<file path="src/rtl/counter_sat_param.sv">
`default_nettype none
// ============================================================================
//  Module   : counter_sat_param
//  Purpose  : Parametrised up/down counter between START and LIMIT with a
//             saturating (HOLD until clear) or cyclic mode, synchronous
//             clamped load, and a decoded match output.
//  Ports    : clk       - rising-edge clock
//             rst_n     - synchronous active-low reset
//             en        - count enable
//             up        - 1 = count toward LIMIT, 0 = count toward START
//             clear     - restart request, honoured only in HOLD
//             load      - synchronous load strobe (highest after reset)
//             load_val  - value to load, clamped to [START, LIMIT]
//             count     - registered count
//             out       - high while count == MATCH
//             done      - high while in HOLD (saturating mode only)
//             wrapped   - one-cycle pulse after a cyclic wrap
//  Revision : 1.0 - initial release
// ============================================================================
module counter_sat_param #(
   parameter int WIDTH = 3,
   parameter int START = 0,
   parameter int LIMIT = 7,
   parameter int MATCH = 4,
   parameter int WRAP  = 0
) (
   input  logic             clk,
   input  logic             rst_n,
   input  logic             en,
   input  logic             up,
   input  logic             clear,
   input  logic             load,
   input  logic [WIDTH-1:0] load_val,
   output logic [WIDTH-1:0] count,
   output logic             out,
   output logic             done,
   output logic             wrapped
);

   localparam logic [WIDTH-1:0] c_START = WIDTH'(START);
   localparam logic [WIDTH-1:0] c_LIMIT = WIDTH'(LIMIT);
   localparam logic [WIDTH-1:0] c_MATCH = WIDTH'(MATCH);
   localparam logic             c_WRAP  = (WRAP != 0);

   localparam logic [0:0] S_RUN  = 1'b0;
   localparam logic [0:0] S_HOLD = 1'b1;

   logic [0:0]       r_state;
   logic [WIDTH-1:0] r_count;
   logic             r_wrapped;

   logic [WIDTH-1:0] w_term;
   logic [WIDTH-1:0] w_restart;
   logic [WIDTH-1:0] w_next;
   logic [WIDTH-1:0] w_lo_clamped;
   logic [WIDTH-1:0] w_clamped;

   // Endpoints follow the direction presented in the current cycle.
   assign w_term    = up ? c_LIMIT : c_START;
   assign w_restart = up ? c_START : c_LIMIT;
   assign w_next    = up ? (r_count + 1'b1) : (r_count - 1'b1);

   // Clamp comparisons are only built when the bound is not the natural
   // edge of the register, so no always-false compare is elaborated.
   if (START == 0) begin : g_lo_none
      assign w_lo_clamped = load_val;
   end else begin : g_lo_clamp
      assign w_lo_clamped = (load_val < c_START) ? c_START : load_val;
   end

   if (LIMIT == (2**WIDTH) - 1) begin : g_hi_none
      assign w_clamped = w_lo_clamped;
   end else begin : g_hi_clamp
      assign w_clamped = (w_lo_clamped > c_LIMIT) ? c_LIMIT : w_lo_clamped;
   end

   always_ff @(posedge clk) begin
      if (!rst_n) begin
         r_count   <= c_START;
         r_state   <= S_RUN;
         r_wrapped <= 1'b0;
      end else begin
         r_wrapped <= 1'b0;
         if (load) begin
            r_count <= w_clamped;
            r_state <= (!c_WRAP && (w_clamped == w_term)) ? S_HOLD : S_RUN;
         end else if (r_state == S_HOLD) begin
            if (clear) begin
               r_count <= w_restart;
               r_state <= S_RUN;
            end
         end else if (en) begin
            if (r_count != w_term) begin
               r_count <= w_next;
               // Enter HOLD on the same edge so done aligns with term.
               if (!c_WRAP && (w_next == w_term)) begin
                  r_state <= S_HOLD;
               end
            end else if (c_WRAP) begin
               r_count   <= w_restart;
               r_wrapped <= 1'b1;
            end else begin
               // Already at term (direction flip): saturate in place.
               r_state <= S_HOLD;
            end
         end
      end
   end

   assign count   = r_count;
   assign out     = (r_count == c_MATCH);
   assign done    = (r_state == S_HOLD);
   assign wrapped = r_wrapped;

endmodule
`default_nettype wire
</file>
<file path="config.mk">
export PLATFORM = sky130hd
export DESIGN_NAME = counter_sat_param
export DESIGN_NICKNAME = d
export VERILOG_FILES = /design/src/rtl/counter_sat_param.sv
export SDC_FILE = /design/constraint.sdc
export NUM_CORES = 1
export LEC_CHECK = 0
export ABC_CLOCK_PERIOD_IN_PS = 2240
export CORE_AREA = 2 2 39 41
export DETAILED_ROUTE_END_ITERATION = 6
export DIE_AREA = 0 0 41 43
export GPL_ROUTABILITY_DRIVEN = 0
export PLACE_DENSITY_LB_ADDON = 0.25
export SLEW_MARGIN = 20
export SYNTH_ARGS = -nofsm -noshare
export SYNTH_HDL_FRONTEND = slang
export SYNTH_SLANG_ARGS = --single-unit
</file>
<file path="constraint.sdc">
create_clock -name clk -period 2.24 [get_ports clk]
set_input_delay 0.336 -clock clk [delete_from_list [all_inputs] [get_ports clk]]
set_output_delay 0.336 -clock clk [all_outputs]
set_load 0.03 [all_outputs]
</file>
==> flow_metrics.tcl <==
set metrics [dict create \
    worst_slack_ns 0.148 \
    cts_buffers 3 \
    syn_nets 65 \
    synthArstFlopShare_pct 0 \
    fillCellCount 147 \
    post_cts_buffers 0 \
    ys_seq_area_share_pct 18.1 \
    worstPathMaxFanout 8 \
    antenna_found_initial 0 \
    cts.htree.levels 1 \
    grt_pass1_vias 401 \
    finalSetupTns_ns 0 \
    finalHoldViolCount 0 \
    drtIter0Drc 4 \
    ir_drop_mv 0.224 \
    cp_cell_sequence "inv_1, ha_1, and2_1, clkdlybuf4s50_1" \
    setup_viol 0 \
    grt_setup_unrepaired "false" \
    synth_seq_cells 4 \
    stdcell_area_sq_um 617 \
    grt_max_degree 12 \
    ant_nets 0 \
    fp-row-count 14 \
    synth_cells 53 \
    initial_core_util_pct 31.9 \
    worstSetupStartpointType "flip-flop" \
    required_ns 1.90 \
    diodes 0 \
    synth_area_sq_um 442 \
    track_usage_pct 13.5 \
    pin_count 15 \
    grt_pass1_wl_um 1610 \
    cp_top_family "buffers and inverters" \
    cts_tree "built" \
    ctsHoldBuffers 0 \
    path_buf_inv 2 \
    die_height_um 43 \
    finalMaxSlewViolations 0 \
    synth-main-ff-cell "dfxtp_1" \
    p_leak_nw 0.251 \
    drc_errors 0 \
    clock-root-buffer "clkbuf_4" \
    arrival_ns 1.76 \
    routedLengthMet1_um 413 \
    die-area_sq_mm 0.00176 \
    place_ws_ns -0.0760 \
    placed_cell_area_sq_um 594 \
    clk_pin_slew_ns 0.04 \
    finalCritPeriodShare_pct 93.4 \
    drt-pass1-iter-count 4 \
    multiInputGateArea_sq_um 312 \
    avgSynthCellArea_sq_um 8.33 \
    area_growth_pct 39.7 \
    crit_type "reg -> out" \
    clk_latency_ns 0.23 \
    worstSetupEndpointType "primary output" \
    die_w_um 41 \
    fin_crit_ns 2.09 \
    io_buffer_count 13 \
    routed_wirelength_um 921 \
    viasPerCell 5.12 \
    cts.repair.resized 0 \
    ys_types 34 \
    finalPower_mw 0.324 \
    min_path_type "reg -> reg" \
    final_util_pct 44.6 \
    gr-total-overflow 0 \
    clockBufferDepth 2 \
    yosysWarnings 0 \
    synth_edf_count 0 \
    top_layer_used "met3" \
    status "finished clean" \
    cts.sinks 4 \
    slowest_delay_ns 0.58 \
    routed-wl-met3_um 37 \
    seqCellArea_sq_um 80.1 \
    powerDensity_mw_per_mm2 526 \
    wire_per_inst_um 10.8 \
    skew_ns 0.00100 \
    fmaxAchievable_ghz 0.478 \
    drive_gt1_share_pct 15.9 \
    vias 435 \
    nets 83 \
    coreArea_sq_mm 0.00138 \
    met2_wirelength_um 470 \
    dp_hpwl_um 733 \
    crit_slowest_cell "clkdlybuf4s50_1" \
    drv_cap 0 \
]
[report_power, final]
group,leakage (nW),switching (mW),internal (mW),total (mW)
sequential,0.0332,0.0163,0.0796,0.0959
clock,0.0138,0.0273,0.0598,0.0871
combinational,0.204,0.0657,0.0757,0.141
total,0.251,0.109,0.215,0.324
[sequential cells by signal, indices dropped and copies added, names as in the netlist]
register / cells
count: 3
done: 1
[worst paths after layout]
| kind | slack (ns) | endpoint | cells past startpoint | from |
|---|---|---|---|---|
| max | 0.15 | out | 4 | count[0]$_SDFFE_PN0P_ |
| min | 0.62 | count[0]$_SDFFE_PN0P_ | 2 | count[0]$_SDFFE_PN0P_ |
| max reg2reg | 0.39 | count[2]$_SDFFE_PN0P_ | 4 | count[0]$_SDFFE_PN0P_ |
| min reg2reg | 0.62 | count[0]$_SDFFE_PN0P_ | 2 | count[0]$_SDFFE_PN0P_ |
[metrics by stage]
stage	std cells	hold slack (ns)
floorplan	53	0.467
global placement	82	0.611
detailed placement	82	0.624
CTS	85	0.629
global route	85	0.663
finish	85	0.616
[cells in the mapped netlist (2+ instances only)]
cell	number	area share (%)
xnor2_1	2	4.0
ha_1	2	5.7
nor2_1	2	1.7
nand2b_1	3	4.2
nand2_1	3	2.5
inv_1	6	5.1
o31a_1	2	4.0
and2_1	2	2.8
mux2i_1	2	4.5
o211ai_1	2	3.4
dfxtp_1	4	18
[worst register-to-register path: cells and delay by family (launching register included)]
family	cells	cell delay, ns
fa+ha+maj	1	0.45
flops	1	0.41
mux	1	0.35
compound gates	1	0.32
xor+xnor	1	0.20
[cell usage in the layout, fill, tap and decap left out]
| master | netlist | routed |
|---|---|---|
| o41a_1 | 1 | 1 |
| or4_1 | 1 | 1 |
| o31ai_1 | 1 | 1 |
| clkdlybuf4s50_1 | 0 | 13 |
| and4_4 | 1 | 1 |
| nand4_1 | 1 | 1 |
| o21ba_1 | 1 | 1 |
| a21oi_1 | 1 | 1 |
| o31a_1 | 2 | 2 |
| and2_1 | 2 | 2 |
| o21ai_0 | 1 | 1 |
| dfxtp_1 | 4 | 4 |
| nor3b_1 | 1 | 1 |
| conb_1 | 1 | 1 |
| nor4_1 | 1 | 1 |
| inv_1 | 6 | 6 |
| and2_2 | 1 | 1 |
| fa_1 | 1 | 1 |
| nand2_1 | 3 | 3 |
| mux2_2 | 1 | 1 |
| o311a_1 | 1 | 1 |
| nor2b_1 | 1 | 1 |
| buf_4 | 1 | 4 |
| nand2b_1 | 3 | 3 |
| nor2_1 | 2 | 2 |
| nor4b_2 | 1 | 1 |
| o311ai_0 | 1 | 1 |
| ha_1 | 2 | 2 |
| clkbuf_4 | 0 | 3 |
| o211ai_1 | 2 | 2 |
| xnor2_1 | 2 | 2 |
| mux2i_1 | 2 | 2 |
| a31oi_1 | 1 | 1 |
[metal layers]
layer	GRT usage, %	up-vias
li1	-	220
met1	18.2	202
met2	18.8	13
met3	3.14	0
met4	8.00	0
met5	0	-
[final cells by class]
type | instances | share of cell area, %
multi-input combinational | 39 | 50.5
sequential | 4 | 13.0
timing repair buffer | 17 | 26.0
clock buffer | 3 | 3.65
tap | 16 | 3.25
inverter | 6 | 3.65
[logic make-up (layout without fill, tap and decap cells)]
| family | after synthesis | in the layout | share of synthesized area (%) |
|---|---|---|---|
| compound gates | 12 | 12 | 21.8 |
| mux | 3 | 3 | 7.08 |
| flops | 4 | 4 | 18.1 |
| buf+inv | 10 | 26 | 11.3 |
| other cells | 1 | 1 | 0.849 |
| simple gates | 18 | 18 | 26.6 |
| fa+ha+maj | 3 | 3 | 10.2 |
| xor+xnor | 2 | 2 | 3.97 |
(Power assumes the default switching activity.)
